<file path="src/rtl/verify_arbiter_pkg.sv">
// Shared definitions for the key-verification arbiter.
//   NUM_REQ_DEF      default number of requesters
//   HASH_CYCLES_DEF  default hash-engine latency after its reset is released
//   REJECT_KEY       public key value that is rejected without hashing
//   TABLE_W          width of the random table handed to the hash engine
//   state_e          arbiter FSM state encoding
package verify_arbiter_pkg;

   localparam int         NUM_REQ_DEF     = 4;
   localparam int         HASH_CYCLES_DEF = 8;
   localparam logic [7:0] REJECT_KEY      = 8'h00;
   localparam int         TABLE_W         = 258;

   typedef enum logic [1:0] {
      ST_IDLE  = 2'd0,
      ST_HASH  = 2'd1,
      ST_CHECK = 2'd2,
      ST_RESP  = 2'd3
   } state_e;

endpackage

</file>
<file path="src/rtl/verify_arbiter_pearson_hash8.sv">
// Iterative 8-bit Pearson-style hash.
// Each round looks up 3 bits of random_table at bit offset (h ^ key) and
// shifts them into h: h <= {h[4:0], table[idx+2:idx]}. After ROUNDS rounds
// the engine stops updating and hash holds the final value.
// Ports:
//   clock         rising-edge clock
//   reset_n       synchronous active-low reset (clears h and the round count)
//   key           8-bit key being hashed
//   random_table  258-bit lookup table (offsets 0..255, 3-bit window)
//   hash          current hash value, valid once ROUNDS rounds have run
module pearson_hash8
   import verify_arbiter_pkg::*;
#(
   parameter int ROUNDS = HASH_CYCLES_DEF
) (
   input  logic               clock,
   input  logic               reset_n,
   input  logic [7:0]         key,
   input  logic [TABLE_W-1:0] random_table,
   output logic [7:0]         hash
);

   logic [7:0] h_q;
   logic [4:0] round_q;
   logic [8:0] idx;

   assign idx = {1'b0, h_q ^ key};

   always_ff @(posedge clock) begin
      if (!reset_n) begin
         h_q     <= '0;
         round_q <= '0;
      end else if (round_q < 5'(ROUNDS)) begin
         h_q     <= {h_q[4:0], random_table[idx +: 3]};
         round_q <= round_q + 5'd1;
      end
   end

   assign hash = h_q;

endmodule

</file>
<file path="src/rtl/verify_arbiter.sv">
// Round-robin arbiter sharing one Pearson hash engine among NUM_REQ
// requesters. A granted requester's keys are latched, the input key is
// hashed, and the hash is compared against the latched public key.
// Ports:
//   clock, reset_n  clock and synchronous active-low reset
//   req             per-requester level request
//   public_keys     packed 8-bit public keys, requester i at [8i+7:8i]
//   input_keys      packed 8-bit candidate keys, same packing
//   random_table    hash lookup table, passed to the engine unchanged
//   grant           one-hot, grant cycle through done cycle
//   done            one-cycle pulse to the granted requester
//   correct         verification result, valid with done
//   busy            high whenever the FSM is not idle
//
// state   | meaning
// IDLE    | waiting; picks next requester at/after round-robin pointer
// HASH    | hash engine running, down-counter times HASH_CYCLES cycles
// CHECK   | compare hash with latched public key into result flop
// RESP    | done/correct pulse, advance pointer
module verify_arbiter
   import verify_arbiter_pkg::*;
#(
   parameter int NUM_REQ     = NUM_REQ_DEF,
   parameter int HASH_CYCLES = HASH_CYCLES_DEF
) (
   input  logic                 clock,
   input  logic                 reset_n,
   input  logic [NUM_REQ-1:0]   req,
   input  logic [8*NUM_REQ-1:0] public_keys,
   input  logic [8*NUM_REQ-1:0] input_keys,
   input  logic [TABLE_W-1:0]   random_table,
   output logic [NUM_REQ-1:0]   grant,
   output logic [NUM_REQ-1:0]   done,
   output logic                 correct,
   output logic                 busy
);

   localparam int IDX_W = (NUM_REQ > 1) ? $clog2(NUM_REQ) : 1;

   state_e             state_q, state_d;
   logic [IDX_W-1:0]   gnt_idx_q, rr_ptr_q;
   logic [7:0]         pub_key_q, in_key_q;
   logic [3:0]         cnt_q;
   logic               result_q;

   logic               pick_valid;
   logic [IDX_W-1:0]   pick_idx, cand;
   logic [7:0]         pick_pub, pick_in;
   logic               hash_rst_n;
   logic [7:0]         hash_val;

   // First requesting index at or after the pointer, wrapping around.
   always_comb begin
      pick_valid = 1'b0;
      pick_idx   = '0;
      cand       = '0;
      for (int off = 0; off < NUM_REQ; off++) begin
         cand = IDX_W'((int'(rr_ptr_q) + off) % NUM_REQ);
         if (!pick_valid && req[cand]) begin
            pick_valid = 1'b1;
            pick_idx   = cand;
         end
      end
   end

   assign pick_pub = public_keys[{pick_idx, 3'b000} +: 8];
   assign pick_in  = input_keys[{pick_idx, 3'b000} +: 8];

   always_ff @(posedge clock) begin
      if (!reset_n) state_q <= ST_IDLE;
      else          state_q <= state_d;
   end

   always_comb begin
      state_d = state_q;
      case (state_q)
         ST_IDLE:  if (pick_valid) state_d = (pick_pub == REJECT_KEY) ? ST_RESP : ST_HASH;
         ST_HASH:  if (cnt_q == 4'd0) state_d = ST_CHECK;
         ST_CHECK: state_d = ST_RESP;
         ST_RESP:  state_d = ST_IDLE;
         default:  state_d = ST_IDLE;
      endcase
   end

   always_ff @(posedge clock) begin
      if (!reset_n) begin
         gnt_idx_q <= '0;
         rr_ptr_q  <= '0;
         pub_key_q <= '0;
         in_key_q  <= '0;
         cnt_q     <= '0;
         result_q  <= 1'b0;
      end else begin
         case (state_q)
            ST_IDLE: if (pick_valid) begin
               gnt_idx_q <= pick_idx;
               pub_key_q <= pick_pub;
               in_key_q  <= pick_in;
               cnt_q     <= 4'(HASH_CYCLES - 1);
               result_q  <= 1'b0;
            end
            ST_HASH:  if (cnt_q != 4'd0) cnt_q <= cnt_q - 4'd1;
            ST_CHECK: result_q <= (hash_val == pub_key_q);
            ST_RESP:  rr_ptr_q <= (gnt_idx_q == IDX_W'(NUM_REQ - 1)) ? '0 : gnt_idx_q + IDX_W'(1);
            default: ;
         endcase
      end
   end

   always_comb begin
      grant   = '0;
      done    = '0;
      correct = 1'b0;
      busy    = 1'b0;
      if (state_q != ST_IDLE) begin
         busy             = 1'b1;
         grant[gnt_idx_q] = 1'b1;
      end
      if (state_q == ST_RESP) begin
         done[gnt_idx_q] = 1'b1;
         correct         = result_q;
      end
   end

   // Engine runs only through HASH and CHECK; the IDLE cycle that grants
   // keeps it in reset so every operation starts from a clean state.
   assign hash_rst_n = reset_n && ((state_q == ST_HASH) || (state_q == ST_CHECK));

   pearson_hash8 #(
      .ROUNDS (HASH_CYCLES)
   ) u_hash (
      .clock        (clock),
      .reset_n      (hash_rst_n),
      .key          (in_key_q),
      .random_table (random_table),
      .hash         (hash_val)
   );

endmodule

</file>
<file path="config.mk">
export PLATFORM = sky130hd
export DESIGN_NAME = verify_arbiter
export DESIGN_NICKNAME = d
export VERILOG_FILES = /design/src/rtl/verify_arbiter_pkg.sv /design/src/rtl/verify_arbiter_pearson_hash8.sv /design/src/rtl/verify_arbiter.sv
export SDC_FILE = /design/constraint.sdc
export NUM_CORES = 1
export LEC_CHECK = 0
export BUFFER_PORTS_ARGS = -buffer_cell sky130_fd_sc_hd__buf_2
export CORE_MARGIN = 4
export CORE_UTILIZATION = 51
export CTS_CLUSTER_DIAMETER = 120
export DETAILED_ROUTE_END_ITERATION = 10
export HOLD_SLACK_MARGIN = 0.05
export PLACE_DENSITY = 0.9
export SYNTH_ARGS = -nofsm -noshare
export SYNTH_HDL_FRONTEND = slang
export SYNTH_SLANG_ARGS = --single-unit
</file>
<file path="constraint.sdc">
create_clock -name clock -period 3.2 [get_ports clock]
set_input_delay 0.48 -clock clock [delete_from_list [all_inputs] [get_ports clock]]
set_output_delay 0.48 -clock clock [all_outputs]
set_load 0.01 [all_outputs]
</file>
==> results.sh <==
export IMPL_status="finished, final reports clean"
export IMPL_drt_iter0_markers=1325
export IMPL_clockBufferDepth=2
export IMPL_finalSetupViolCount=0
export IMPL_fmax_mhz=326
export IMPL_avgSynthCellArea_um2=8.03
export IMPL_antenna_found_initial=20
export IMPL_critPathSlowestCell="dfxtp_1"
export IMPL_report_final_hold_viol_count=0
export IMPL_overflow=0
export IMPL_die_area_um2=18900
export IMPL_drt_vias_per_instance=6.82
export IMPL_yosys_warnings=0
export IMPL_cp_required_ns=3.33
export IMPL_cts_htree_levels=2
export IMPL_dpl_cell_area_um2=10700
export IMPL_clock_sinks=40
export IMPL_crit_family="compound AO/OA/AOI/OAI gates"
export IMPL_core_um2=16500
export IMPL_vdd_drop_max_v=0.000504
export IMPL_die_w_um=138
export IMPL_yosys_area_top_type="mux4_2"
export IMPL_clk_pin_slew_ns=0.06
export IMPL_min_period_over_period_pct=95.8
export IMPL_grt_max_degree=80
export IMPL_startpoint="u_hash.hash[2]"
export IMPL_grt_total_usage_pct=39.5
export IMPL_cts_root_buf="clkbuf_16"
export IMPL_cts_tree="yes"
export IMPL_synth_edf_count=0
export IMPL_start_util_pct=51.9
export IMPL_synth_cell_types=59
export IMPL_vias=11090
export IMPL_hpwl_um=31100
export IMPL_rsz0062_at_grt="false"
export IMPL_grt_pass1_wl_um=57900
export IMPL_path_cells="xor2_4 > buf_4 > buf_12 > mux4_2 > nand3_1 > o211ai_1 > a211o_1 > o41ai_1 > nand4b_1"
export IMPL_final_nets=1724
export IMPL_core_rowCount=47
export IMPL_timing_slew_headroom_pct=23.8
export IMPL_maxCapViolations=0
export IMPL_timing_rr_start="u_hash.hash[2]"
export IMPL_path_class="register to register"
export IMPL_synth_area_leaders="mux4_2, mux2i_1, nand2_1, dfxtp_1, nand3_1"
export IMPL_netlist_area_um2=8570
export IMPL_fin_skew_ns=0.00863
export IMPL_max_stage_delay_ns=0.50
export IMPL_tightest_slew_ns=1.13
export IMPL_drive_gt1_share_pct=37.6
export IMPL_dr_pass1_iters=6
export IMPL_drtAntennaViolNets=0
export IMPL_synth_top_cell_area_share_pct=21.3
export IMPL_cts_buffers=5
export IMPL_worstHoldPathType="register to register"
export IMPL_ys_flop_type="dfxtp_1"
export IMPL_synth_nets=1406
export IMPL_syn_inst=1067
export IMPL_synthToLayoutAreaGrowth_pct=27.9
export IMPL_wire_per_inst_um=23.9
export IMPL_cellPowerDensity_nw_per_um2=932
export IMPL_leakage_nw=4.80
export IMPL_gp_congestion=1.02
export IMPL_min_delay_start="result_q"
export IMPL_first_global_vias=10475
export IMPL_drt_wl_total_um=38900
export IMPL_dieHeight_um=138
export IMPL_endpoint_kind="register"
export IMPL_slew_violations=0
export IMPL_min_period_ns=3.07
export IMPL_clock_latency_ns=0.29
export IMPL_critical_path_max_fanout=14
export IMPL_async_reset_ff_share_pct=0
export IMPL_tns_ns=0
export IMPL_worst_path_buf_inv=2
export IMPL_yosysSeqAreaShare_pct=9.34
export IMPL_postLayoutCellArea_um2=11000
export IMPL_io_buffers=337
export IMPL_critPathLaunchType="register"
export IMPL_drcViolationCount=0
export IMPL_cp_data_arrival_time_ns=3.19
export IMPL_ys_ff_latch=40
export IMPL_ioPinCount=338
export IMPL_cts_hold_buf=0
## where the power goes
part / switching, mW / total (mW) / leakage, nW / internal (mW)
clock network: 0.195 / 0.479 / 0.0668 / 0.283
logic: 5.00 / 8.95 / 4.40 / 3.95
registers: 0.162 / 0.793 / 0.329 / 0.631
total: 5.35 / 10.2 / 4.80 / 4.87
## worst paths after layout
| kind | end | slack [ns] | depth (start not counted) |
|---|---|---|---|
| worst max-delay path | u_hash.hash[1] | 0.13 | 9 |
| worst min-delay path | result_q | 0.45 | 2 |
| worst max register to register | u_hash.hash[1] | 0.13 | 9 |
| worst min register to register | result_q | 0.45 | 2 |
## cells by family (layout without fill, tap and decap cells)
family          count (synthesis)  count (layout)  share of synthesized area (%)
fa+ha+maj                      11              11                           1.61
xor+xnor                       27              27                           3.07
compound gates                189             189                           15.2
flops                          40              40                           9.34
buf+inv                       105             423                           6.39
mux                           208             208                           39.1
simple gates                  487             487                           25.3
other cells                     0              21                              0
## synthesized netlist by cell type (4+ instances only)
cell type  instances
nor2b_1            6
a31oi_1           12
a22oi_1           17
a21oi_1           53
nand2_1          248
nand2b_1           4
nand3_1           99
mux4_1            15
a211oi_1           4
and3_1            10
xor2_1            10
a32oi_1           22
o22ai_1            4
buf_1              5
o21ai_0           21
inv_1             11
mux2i_1           99
mux2_2            13
nor2_1            49
ha_1              11
buf_2             43
and2_1             7
nor4_1             7
nor3_1            13
clkbuf_1          30
o211ai_1          12
dfxtp_1           40
nand4_1           41
xnor2_1           15
mux4_2            81
buf_4              7
a221oi_1          11
## worst register-to-register path, stage by stage, from the launching register on
cell      delay (ns)
dfxtp_1         0.50
xor2_4          0.48
buf_4           0.22
buf_12          0.14
mux4_2          0.32
nand3_1         0.12
o211ai_1        0.20
a211o_1         0.34
o41ai_1         0.43
nand4b_1        0.18
## registers in the layout, indices dropped and copies added (netlist names)
name,count
u_hash.round_q,5
in_key_q,8
result_q,1
rr_ptr_q,2
pub_key_q,8
u_hash.hash,8
cnt_q,4
state_q,2
gnt_idx_q,2
## cells in the final DEF, fill, tap and decap left out, drive strengths merged, types with 40 or more instances in the layout
cell	Yosys	routed
a21oi	53	53
nand3	99	99
mux4	96	96
buf	61	403
mux2i	99	99
nand4	41	41
nor2	49	49
nand2	248	248
dfxtp	40	40
## layout make-up
cell class                 instances  area [µm²]
timing repair buffer             404        2340
tap                              220         275
clock inverter                     1        5.00
antenna                           21        52.6
clock buffer                       6         129
multi-input combinational        922        7320
inverter                          12        45.0
fill                            1373        5560
sequential                        40         803
## per-layer routing
| metal | wire length (µm) | vias up | part of all wire, % | GRT usage [%] |
|---|---|---|---|---|
| met3 | 5210 | 172 | 13 | 8.51 |
| met5 | 0 | - | 0 | 0 |
| met2 | 17600 | 1014 | 45 | 61.8 |
| met4 | 2200 | 0 | 5.7 | 20.7 |
| met1 | 13800 | 5134 | 36 | 51.2 |
| li1 | - | 4770 | - | - |
## stage by stage
| stage | total power, mW | utilization, % | hold WS (ns) | cells | worst slack [ns] |
|---|---|---|---|---|---|
| after global routing | 10.8 | 66.4 | 0.474 | 1626 | 0.0590 |
| final | 10.2 | 66.4 | 0.453 | 1626 | 0.134 |
| after global placement | 9.26 | 64.8 | 0.437 | 1590 | 0.183 |
| after floorplan | 7.07 | - | 0.427 | 1067 | 0.530 |
| after CTS | 9.88 | 65.6 | 0.455 | 1597 | 0.103 |
| after detailed placement | 9.34 | 64.8 | 0.447 | 1590 | 0.132 |
## repair_timing
action,CTS,global route
setup endpoints to repair,0,2
resized for setup,0,4
buffers inserted,0,7
(Power assumes the default switching activity.)
